==> config.mk <==
export PLATFORM = sky130hd
export DESIGN_NAME = knn_local_sp_stream_reader
export DESIGN_NICKNAME = d
export VERILOG_FILES = /design/src/rtl/knn_pkg.sv /design/src/rtl/knn_sp_sync_fifo.sv /design/src/rtl/knn_local_sp_stream_reader.sv
export SDC_FILE = /design/constraint.sdc
export NUM_CORES = 2
export LEC_CHECK = 0
export BUFFER_PORTS_ARGS = -buffer_cell sky130_fd_sc_hd__buf_4
export CAP_MARGIN = 20
export CORE_ASPECT_RATIO = 0.6
export CORE_MARGIN = 5
export CORE_UTILIZATION = 40
export CTS_CLUSTER_DIAMETER = 80
export DETAILED_ROUTE_END_ITERATION = 10
export PLACE_DENSITY = 0.66
export SLEW_MARGIN = 10
export SYNTH_ARGS = -nofsm -noshare
export SYNTH_HDL_FRONTEND = slang
export SYNTH_SLANG_ARGS = --single-unit
==> constraint.sdc <==
create_clock -name clk -period 27.8 [get_ports clk]
set_input_delay 0 -clock clk [delete_from_list [all_inputs] [get_ports clk]]
set_output_delay 0 -clock clk [all_outputs]
set_load 0.01 [all_outputs]
==> src/rtl/knn_pkg.sv <==
// knn_pkg: shared definitions for the partial-KNN local search-space reader.
//   KNN_DATA_WIDTH / KNN_ADDR_WIDTH : default buffer word and address widths
//   knn_rd_state_e                  : reader sequencer states
//   knn_beat_t                      : stream beat {data, last} at the default width
package knn_pkg;

  localparam int unsigned KNN_DATA_WIDTH = 256;
  localparam int unsigned KNN_ADDR_WIDTH = 11;

  typedef enum logic [1:0] {
    StIdle,
    StRead,
    StDrain,
    StDone
  } knn_rd_state_e;

  typedef struct packed {
    logic [KNN_DATA_WIDTH-1:0] data;
    logic                      last;
  } knn_beat_t;

endpackage

==> src/rtl/knn_sp_sync_fifo.sv <==
// knn_sp_sync_fifo: synchronous FIFO with a registered head entry.
//   clk, reset        : clock, synchronous active-high reset
//   push, push_beat   : write strobe and entry (caller guarantees space)
//   pop               : consume the head entry (ignored when empty)
//   head, head_valid  : registered front entry and its valid flag
//   count             : number of stored entries, head included
// Depth must be a power of two.
module knn_sp_sync_fifo
  import knn_pkg::*;
#(
  parameter type          beat_t = knn_beat_t,
  parameter int unsigned  Depth  = 4,
  localparam int unsigned CntW   = $clog2(Depth + 1),
  localparam int unsigned PtrW   = $clog2(Depth)
) (
  input  logic            clk,
  input  logic            reset,
  input  logic            push,
  input  beat_t           push_beat,
  input  logic            pop,
  output beat_t           head,
  output logic            head_valid,
  output logic [CntW-1:0] count
);

  beat_t           mem_q [Depth];
  logic [PtrW-1:0] wr_ptr_q, wr_ptr_d;
  logic [PtrW-1:0] rd_ptr_q, rd_ptr_d;
  logic [CntW-1:0] count_q, count_d, remain;
  beat_t           head_q, head_d;
  logic            head_valid_q, head_valid_d;
  logic            pop_ok;

  assign pop_ok = pop & head_valid_q;

  always_comb begin
    wr_ptr_d     = wr_ptr_q + PtrW'(push);
    rd_ptr_d     = rd_ptr_q + PtrW'(pop_ok);
    count_d      = count_q + CntW'(push) - CntW'(pop_ok);
    remain       = count_q - CntW'(pop_ok);
    head_d       = head_q;
    head_valid_d = 1'b0;
    if (count_d == '0) begin
      head_d.last = 1'b0;
    end else begin
      head_valid_d = 1'b1;
      // Nothing left behind the popped head: the new front is the entry being pushed.
      head_d = (remain == '0) ? push_beat : mem_q[rd_ptr_d];
    end
  end

  always_ff @(posedge clk) begin
    if (reset) begin
      wr_ptr_q     <= '0;
      rd_ptr_q     <= '0;
      count_q      <= '0;
      head_q       <= '0;
      head_valid_q <= 1'b0;
    end else begin
      wr_ptr_q     <= wr_ptr_d;
      rd_ptr_q     <= rd_ptr_d;
      count_q      <= count_d;
      head_q       <= head_d;
      head_valid_q <= head_valid_d;
    end
  end

  always_ff @(posedge clk) begin
    if (push) begin
      mem_q[wr_ptr_q] <= push_beat;
    end
  end

  assign head       = head_q;
  assign head_valid = head_valid_q;
  assign count      = count_q;

endmodule

==> src/rtl/knn_local_sp_stream_reader.sv <==
// knn_local_sp_stream_reader: read-side sequencer for the local search-space buffer.
// Walks a wrapping address range on the buffer's read port and streams the returned
// words as ready/valid beats. Reads are only issued with guaranteed FIFO space.
//   clk, reset                     : clock, synchronous active-high reset
//   start, start_base, start_len   : command (sampled in idle only)
//   start_passes                   : pass count, 0 means 1 (KNN_SP_READER_REPLAY_EN only)
//   busy, done                     : command in progress / one-cycle completion pulse
//   mem_address0/ce0/we0/d0, q0    : buffer port (read-only use)
//   out_data/valid/ready/last      : output stream, last marks the end of each pass
// Optional feature macro: KNN_SP_READER_REPLAY_EN (multi-pass replay).
module knn_local_sp_stream_reader
  import knn_pkg::*;
#(
  parameter int unsigned DATA_WIDTH   = KNN_DATA_WIDTH,
  parameter int unsigned ADDR_WIDTH   = KNN_ADDR_WIDTH,
  parameter int unsigned ADDR_RANGE   = 2048,
  parameter int unsigned READ_LATENCY = 1,
  parameter int unsigned FIFO_DEPTH   = 4
) (
  input  logic                  clk,
  input  logic                  reset,
  input  logic                  start,
  input  logic [ADDR_WIDTH-1:0] start_base,
  input  logic [ADDR_WIDTH:0]   start_len,
`ifdef KNN_SP_READER_REPLAY_EN
  input  logic [7:0]            start_passes,
`endif
  output logic                  busy,
  output logic                  done,
  output logic [ADDR_WIDTH-1:0] mem_address0,
  output logic                  mem_ce0,
  output logic                  mem_we0,
  output logic [DATA_WIDTH-1:0] mem_d0,
  input  logic [DATA_WIDTH-1:0] mem_q0,
  output logic [DATA_WIDTH-1:0] out_data,
  output logic                  out_valid,
  input  logic                  out_ready,
  output logic                  out_last
);

  localparam int unsigned CntW = $clog2(FIFO_DEPTH + 1);

  typedef struct packed {
    logic [DATA_WIDTH-1:0] data;
    logic                  last;
  } beat_t;

  knn_rd_state_e state_q, state_d;
  logic                    busy_q, busy_d;
  logic                    done_q, done_d;
  logic                    ce0_q, ce0_d;
  logic [ADDR_WIDTH-1:0]   addr_q, addr_d;
  logic                    tag_last_q, tag_last_d;
  logic [ADDR_WIDTH-1:0]   ptr_q, ptr_d;
  logic [ADDR_WIDTH:0]     beats_q, beats_d;
  logic [7:0]              passes_q, passes_d;
  logic [ADDR_WIDTH-1:0]   base_q, base_d;
  logic [ADDR_WIDTH:0]     len_q, len_d;
  logic [CntW-1:0]         inflight_q, inflight_d;
  logic [READ_LATENCY-1:0] pipe_valid_q, pipe_last_q;

  logic [CntW-1:0]       fifo_count;
  logic                  head_valid;
  beat_t                 head, push_beat;
  logic                  push, pop;
  logic [CntW:0]         used_next;
  logic [7:0]            passes_in;
  logic                  can_issue;
  logic [ADDR_WIDTH-1:0] cur_ptr;
  logic [ADDR_WIDTH:0]   cur_beats;
  logic [7:0]            cur_passes;

  function automatic logic [ADDR_WIDTH-1:0] next_addr(input logic [ADDR_WIDTH-1:0] a);
    return (a == ADDR_WIDTH'(ADDR_RANGE - 1)) ? '0 : a + 1'b1;
  endfunction

`ifdef KNN_SP_READER_REPLAY_EN
  assign passes_in = (start_passes == 8'd0) ? 8'd1 : start_passes;
`else
  assign passes_in = 8'd1;
`endif

  assign push      = pipe_valid_q[READ_LATENCY-1];
  assign push_beat = '{data: mem_q0, last: pipe_last_q[READ_LATENCY-1]};
  assign pop       = head_valid & out_ready;

  // Occupancy (in flight + stored) as it will stand next cycle, i.e. when a read
  // decided now is actually issued. A pop in that same cycle is not credited.
  assign used_next  = {1'b0, inflight_q} + {1'b0, fifo_count} + (CntW + 1)'(ce0_q)
                    - (CntW + 1)'(pop);
  assign inflight_d = inflight_q + CntW'(ce0_q) - CntW'(push);

  always_comb begin
    state_d    = state_q;
    busy_d     = busy_q;
    done_d     = 1'b0;
    ce0_d      = 1'b0;
    addr_d     = addr_q;
    tag_last_d = 1'b0;
    ptr_d      = ptr_q;
    beats_d    = beats_q;
    passes_d   = passes_q;
    base_d     = base_q;
    len_d      = len_q;
    can_issue  = 1'b0;
    cur_ptr    = ptr_q;
    cur_beats  = beats_q;
    cur_passes = passes_q;

    unique case (state_q)
      StIdle: begin
        if (start) begin
          base_d = start_base;
          len_d  = start_len;
          busy_d = 1'b1;
          if (start_len == '0) begin
            state_d = StDone;
            done_d  = 1'b1;
          end else begin
            // First read is decided on the accepting edge so ce0 rises next cycle.
            state_d    = StRead;
            can_issue  = 1'b1;
            cur_ptr    = start_base;
            cur_beats  = start_len;
            cur_passes = passes_in;
          end
        end
      end
      StRead: begin
        can_issue = 1'b1;
      end
      StDrain: begin
        if (used_next == '0) begin
          state_d = StDone;
          done_d  = 1'b1;
        end
      end
      StDone: begin
        state_d = StIdle;
        busy_d  = 1'b0;
      end
      default: state_d = StIdle;
    endcase

    if (can_issue) begin
      ptr_d    = cur_ptr;
      beats_d  = cur_beats;
      passes_d = cur_passes;
      if (used_next < (CntW + 1)'(FIFO_DEPTH)) begin
        ce0_d      = 1'b1;
        addr_d     = cur_ptr;
        tag_last_d = (cur_beats == (ADDR_WIDTH + 1)'(1));
        ptr_d      = next_addr(cur_ptr);
        beats_d    = cur_beats - 1'b1;
        if (cur_beats == (ADDR_WIDTH + 1)'(1)) begin
          if (cur_passes <= 8'd1) begin
            state_d = StDrain;
          end else begin
            ptr_d    = base_d;
            beats_d  = len_d;
            passes_d = cur_passes - 8'd1;
          end
        end
      end
    end
  end

  always_ff @(posedge clk) begin
    if (reset) begin
      state_q      <= StIdle;
      busy_q       <= 1'b0;
      done_q       <= 1'b0;
      ce0_q        <= 1'b0;
      addr_q       <= '0;
      tag_last_q   <= 1'b0;
      ptr_q        <= '0;
      beats_q      <= '0;
      passes_q     <= '0;
      base_q       <= '0;
      len_q        <= '0;
      inflight_q   <= '0;
      pipe_valid_q <= '0;
      pipe_last_q  <= '0;
    end else begin
      state_q         <= state_d;
      busy_q          <= busy_d;
      done_q          <= done_d;
      ce0_q           <= ce0_d;
      addr_q          <= addr_d;
      tag_last_q      <= tag_last_d;
      ptr_q           <= ptr_d;
      beats_q         <= beats_d;
      passes_q        <= passes_d;
      base_q          <= base_d;
      len_q           <= len_d;
      inflight_q      <= inflight_d;
      // Tag pipeline mirrors the buffer read latency so data and last line up.
      pipe_valid_q[0] <= ce0_q;
      pipe_last_q[0]  <= tag_last_q;
      for (int i = 1; i < int'(READ_LATENCY); i++) begin
        pipe_valid_q[i] <= pipe_valid_q[i-1];
        pipe_last_q[i]  <= pipe_last_q[i-1];
      end
    end
  end

  knn_sp_sync_fifo #(
    .beat_t (beat_t),
    .Depth  (FIFO_DEPTH)
  ) u_fifo (
    .clk        (clk),
    .reset      (reset),
    .push       (push),
    .push_beat  (push_beat),
    .pop        (pop),
    .head       (head),
    .head_valid (head_valid),
    .count      (fifo_count)
  );

  assign busy         = busy_q;
  assign done         = done_q;
  assign mem_address0 = addr_q;
  assign mem_ce0      = ce0_q;
  assign mem_we0      = 1'b0;
  assign mem_d0       = '0;
  assign out_data     = head.data;
  assign out_last     = head.last;
  assign out_valid    = head_valid;

endmodule

# Word level (Yosys, flattened, before mapping)
# Memories as Yosys holds them, arrays and structs flattened.
# Cells that the tools add are included.
dict set report classes {
  add_sub_neg 13
  n_lt_le_gt_ge 2
  n_eq_ne 6
  muxes 45
  n_bitwise 4
  n_reduce_logical 11
}
# cell n
set ops {}
lappend ops {{257-bit 2-to-1 mux} 1}
lappend ops {{11-bit 2-to-1 mux} 9}
lappend ops {{12-bit 2-to-1 mux} 8}
lappend ops {{8-bit 2-to-1 mux} 6}
lappend ops {{2-bit 2-to-1 mux} 7}
lappend ops {{12-bit by 1-bit == test with 1-bit output, second input constant} 1}
lappend ops {{12-bit zero test} 1}
lappend ops {{12-bit by 1-bit subtractor with 12-bit output, second input constant} 1}
lappend ops {{11-bit by 1-bit adder with 11-bit output, second input constant} 1}
lappend ops {{11-bit == test, second input constant} 1}
lappend ops {{1-bit 2-to-1 mux} 10}
lappend ops {{3-bit by 1-bit subtractor with 3-bit output} 3}
lappend ops {{8-bit by 1-bit <= comparator with 1-bit output, second input constant} 1}
lappend ops {{8-bit by 1-bit subtractor with 8-bit output, second input constant} 1}
lappend ops {{3-bit by 1-bit adder with 3-bit output} 2}
lappend ops {{3-bit zero test} 2}
lappend ops {{1-bit case mux with 2 select lines} 3}
lappend ops {{2-bit case mux with 3 select lines} 1}
lappend ops {{2-bit by 1-bit adder with 2-bit output} 2}
lappend ops {{3-bit by 3-bit adder with 4-bit output} 1}
lappend ops {{4-bit by 1-bit adder with 4-bit output} 1}
lappend ops {{2-bit == test, second input constant} 2}
lappend ops {{4-bit zero test} 1}
lappend ops {{4-bit by 3-bit < comparator with 1-bit output, second input constant} 1}
lappend ops {{other kinds (10)} 14}
dict set report totals {
  regBits 341
  mem_bits_rw 1028
  in_bits 283
  word_cells 102
  memories 1
}
# name words word_bits rd rd_ports_with_merged_regs wr line
set memory_table {}
lappend memory_table {u_fifo.mem_q 4 257 1 0 1 knn_sp_sync_fifo.sv:26} ;# beat_t mem_q [Depth];

# Logic depth before layout (Yosys ltp)
dict set report logic_depth {
  depth_word 10
  mapped_depth 17
  mapped_depth_nobuf 14
}

# Hierarchy
# Synthesis repeated with hierarchy kept, for this count alone.
dict set report unflattened {
  hier_cells 3628
  area_unflattened_um2 57213.6
}
# mod n_inst cells_per_inst area_per_inst_um2 seq_area_each_um2
set modules_own_cells {}
lappend modules_own_cells {knn_sp_sync_fifo 1 2804 50746.2 36174.7}
lappend modules_own_cells {knn_local_sp_stream_reader 1 824 6467.5 1521.5}

# Least setup slack after synthesis
# No wires, ideal clock.
dict set report synth_timing {
  kind {flip-flop to flip-flop}
  startpoint {register pipe_valid_q}
  endpoint {memory u_fifo.mem_q[0][0] (netlist bit) (enable)}
  setup_time_ns 1.242
  t_arrival_ns 18.982
  slack_ns 7.576
  path_stages_with_launch 2
  synth_period_minus_slack_ns 20.224
  path_cell_list {dfxtp_1 nor3b_1}
}
dict set report synth_via {
  elab_chain_cells 2
}
# item line
set synth_lines {}
lappend synth_lines {{from (decl)} knn_local_sp_stream_reader.sv:60} ;# logic [READ_LATENCY-1:0] pipe_valid_q, pipe_last_q;
lappend synth_lines {{from (signal, indexed assignment)} knn_local_sp_stream_reader.sv:201} ;# pipe_valid_q[i] <= pipe_valid_q[i-1];
lappend synth_lines {{1-bit 2-to-1 mux} knn_sp_sync_fifo.sv:69} ;# if (push) begin
lappend synth_lines {{1-bit 2-to-1 mux (implied by the code)} knn_sp_sync_fifo.sv:70} ;# mem_q[wr_ptr_q] <= push_beat;
lappend synth_lines {{to (decl)} knn_sp_sync_fifo.sv:26}
# No other way between the ends.

# Worst setup path after layout
dict set report layout_timing {
  startpoint {input start_len[0]}
  endpoint {register ptr_q[10]}
}
dict set report layout_via {
  elab_chain_cells 9
}
# item line
set layout_lines {}
lappend layout_lines {{from (decl)} knn_local_sp_stream_reader.sv:24} ;# input logic [ADDR_WIDTH:0] start_len,
lappend layout_lines {{12-bit zero test} knn_local_sp_stream_reader.sv:116} ;# if (start_len == '0) begin
lappend layout_lines {{11-bit 2-to-1 mux} knn_local_sp_stream_reader.sv:116}
lappend layout_lines {{11-bit 2-to-1 mux} knn_local_sp_stream_reader.sv:112} ;# if (start) begin
lappend layout_lines {{11-bit 2-to-1 mux} knn_local_sp_stream_reader.sv:110} ;# unique case (state_q)
lappend layout_lines {{11-bit by 1-bit adder with 11-bit output or 11-bit == test (tied branches)} knn_local_sp_stream_reader.sv:74} ;# return (a == ADDR_WIDTH'(ADDR_RANGE - 1)) ? '0 : a + 1'b1;
lappend layout_lines {{11-bit 2-to-1 mux} knn_local_sp_stream_reader.sv:74}
lappend layout_lines {{11-bit 2-to-1 mux} knn_local_sp_stream_reader.sv:156} ;# if (cur_passes <= 8'd1) begin
lappend layout_lines {{11-bit 2-to-1 mux} knn_local_sp_stream_reader.sv:155} ;# if (cur_beats == (ADDR_WIDTH + 1)'(1)) begin
lappend layout_lines {{11-bit 2-to-1 mux} knn_local_sp_stream_reader.sv:149} ;# if (used_next < (CntW + 1)'(FIFO_DEPTH)) begin
lappend layout_lines {{to (signal assigned)} knn_local_sp_stream_reader.sv:191} ;# ptr_q <= ptr_d;
lappend layout_lines {{to (decl)} knn_local_sp_stream_reader.sv:54} ;# logic [ADDR_WIDTH-1:0] ptr_q, ptr_d;
# Several ways; a longest one is shown, not always the timed one.
# A chain may end at the register's enable or synchronous reset.

==> results_dict.tcl <==
set metrics [dict create \
    synth_area_leaders "edfxtp_1 (56%), dfxtp_1 (12%), mux4_2 (11%), mux2i_1 (5.1%), a211oi_1 (3.7%)" \
    drtIter0Drc 2332 \
    synth_seq_area_share 0.688 \
    tritoncts "done" \
    worstSkewPairLatency_ps 740 \
    powerDensity_nw_per_um2 99.9 \
    fin_hold_ws_ps 53.8 \
    path_clk_slew_ps 70 \
    skew_ps 26.5 \
    drive_above_1_share 0.246 \
    synth_top_family_by_area "multiplexers" \
    dp_hpwl_um 80000 \
    rsz0062_at_grt "false" \
    port_buffers 554 \
    worstPathRequired_ps 28460 \
    cp-start-kind "input port" \
    finalCriticalPeriod_ps 4520 \
    hp-class "in -> reg" \
    cts_made_buffers 132 \
    wire_per_inst_um 21.7 \
    cts-root-buf "clkbuf_16" \
    path_max_fanout 36 \
    ant_nets 0 \
    layout.nets 4664 \
    ioPinCount 812 \
    setup_violations 0 \
    utilization 0.508 \
    yosysWarnings 0 \
    postCtsSetupBuffers 0 \
    synth-compound-area-share 0.0534 \
    h-tree-depth 4 \
    synthArstFlopShare 0 \
    reg2regPathDepth 16 \
    num_vias 32320 \
    initial_utilization 0.402 \
    worstPathArrival_ps 5180 \
    routabilityCongestion 0.856 \
    grt_pass1_vias 32625 \
    grt_pass1_wl_um 204000 \
    synth-main-ff-cell "edfxtp_1" \
    synthMuxAreaShare 0.157 \
    die-area_um2 145000 \
    cp_slowest_cell "or4_4" \
    drc_errors 0 \
    fin_crit_sh 0.163 \
    setup-tns-final_ps 0 \
    tightest_slew_ps 1150 \
    grt_max_degree 197 \
    cp-end-kind "flop" \
    synth_top_area_share 0.564 \
    hold_depth 2 \
    final_max_slew_viol_count 0 \
    finalHoldViolCount 0 \
    vdd_drop_max_v 0.000207 \
    timing.final.ws_setup_ps 23280 \
    antenna_found_initial 19 \
    vias_per_cell 5.13 \
    setup.worst_path.class "in -> reg" \
    worstPathCellList "dlygate4sd3_1 > buf_4 > or4_4 > or4_4 > nand2_8 > nand2_1 > ha_1 > or2_2 > nand2_1 > o2bb2ai_1 > nor4_2 > and3_1 > a21o_1 > nand2_1 > a31oi_1 > dlygate4sd3_1" \
    syn-instance-count 3337 \
    fp.coreArea_um2 136000 \
    yosysUniqueCellTypes 82 \
    area_growth_pct 26.5 \
    synth_area_um2 54800 \
    drv_cap 0 \
    p_leak_nw 25.3 \
    max-clock-path-buffers 3 \
    wl_um 137000 \
    p_total_mw 6.93 \
    post-place-ws_ps 23520 \
    rows 105 \
    synth_area_leader_cell "edfxtp_1" \
    cts_sinks 1369 \
    cp_common_cell "nand2_1" \
    status "completed" \
    fmax_mhz 221 \
    grt_usage 0.182 \
    synth_xor_xnor_area_share 0.00384 \
    synth-simple-area-share 0.0389 \
    synth_edf_count 1028 \
    yosys.area_share.adder 0.00557 \
    die_w_um 488 \
    ys_ff_latch 1369 \
    syn_area_per_cell_um2 16.4 \
    grt_overflow 0 \
    first_pass_iters 5 \
    max_stage_delay_ps 600 \
    die_h_um 297 \
    max_slew_margin 0.231 \
]
==> final timing paths <==
path / start / end / slack (ps)
min reg2reg: len_q[3] / len_q[3] / 470
min: mem_q0[73] / u_fifo.mem_q[1][74] / 50
max: start_len[0] / ptr_q[10] / 23280
max reg2reg: state_q[0] / ptr_q[10] / 23510
==> flip-flops by register name, indices dropped and copies added, names as in the netlist, 2 cells and up <==
signal	cells
u_fifo.mem_q	1028
u_fifo.head	257
beats_q	12
len_q	12
base_q	11
mem_address0	11
ptr_q	11
passes_q	8
inflight_q	3
u_fifo.count	3
state_q	2
u_fifo.rd_ptr_q	2
u_fifo.wr_ptr_q	2
==> cells in the mapped netlist (all sizes together), types with 13 or more instances <==
master	n
buf	314
o21ai	29
mux2i	279
dfxtp	341
nor2	326
nor3	20
mux4	257
a211oi	269
clkbuf	150
xnor2	13
inv	26
edfxtp	1028
a21oi	39
nand2	68
ha	18
==> power by group <==
group / internal, mW / switching [mW]
clock network: 1.05 / 0.785
registers: 2.43 / 0.141
logic: 1.10 / 1.42
==> through the flow <==
stage	cell area, µm²	std cells
after global routing	69300	6294
after CTS	69300	6286
after global placement	59900	5547
after floorplan	55700	3593
after detailed placement	59900	5547
final	69300	6297
==> cells by family (layout without fill, tap and decap cells) <==
logic type	Yosys count	in the layout
other cells	1	267
xor+xnor	24	24
buf+inv	490	1365
fa+ha+maj	22	22
mux	539	539
simple gates	488	488
compound gates	404	404
flops	1369	1369
==> layer usage <==
layer | vias up | GRT usage | share of wire
met4 | 18 | 0.0446 | 0.019
met3 | 193 | 0.0469 | 0.074
li1 | 14557 | - | -
met2 | 1092 | 0.284 | 0.47
met5 | - | 0 | 0.00080
met1 | 16460 | 0.258 | 0.44
==> layout make-up <==
cell class | count | area, µm²
diodes | 10 | 25.0
clock buffers | 178 | 3690
clock inverters | 65 | 736
fillers | 11107 | 67100
inverters | 26 | 97.6
multi-input cells | 1734 | 15200
flip-flops and latches | 1369 | 37700
well taps | 1819 | 2280
repair buffers | 1096 | 9560
==> critical path, delay by kind of cell <==
family                   cells  cell delay (ps)
adder cells (fa/ha/maj)      1              260
AO/OA/AOI/OAI                3              540
buffers and inverters        3             1300
AND/OR/NAND/NOR              9             3080
==> cell usage in the layout, fill, tap and decap left out, types with 17 or more instances in the layout <==
cell type	n
conb_1	257
a211oi_1	268
clkinv_2	28
mux4_2	257
a21oi_1	39
nor3_1	18
ha_1	17
inv_1	26
nand2_1	67
dlygate4sd3_1	496
dfxtp_1	341
clkbuf_1	29
clkbuf_16	136
nor2_1	322
o21ai_0	24
edfxtp_1	1028
buf_4	593
mux2i_1	279
==> timing repair <==
item                                    CTS  global route
endpoints found under the hold margin  1351             0
hold buffers                            496             0
resized for setup                         0             0
(Power assumes the default switching activity.)
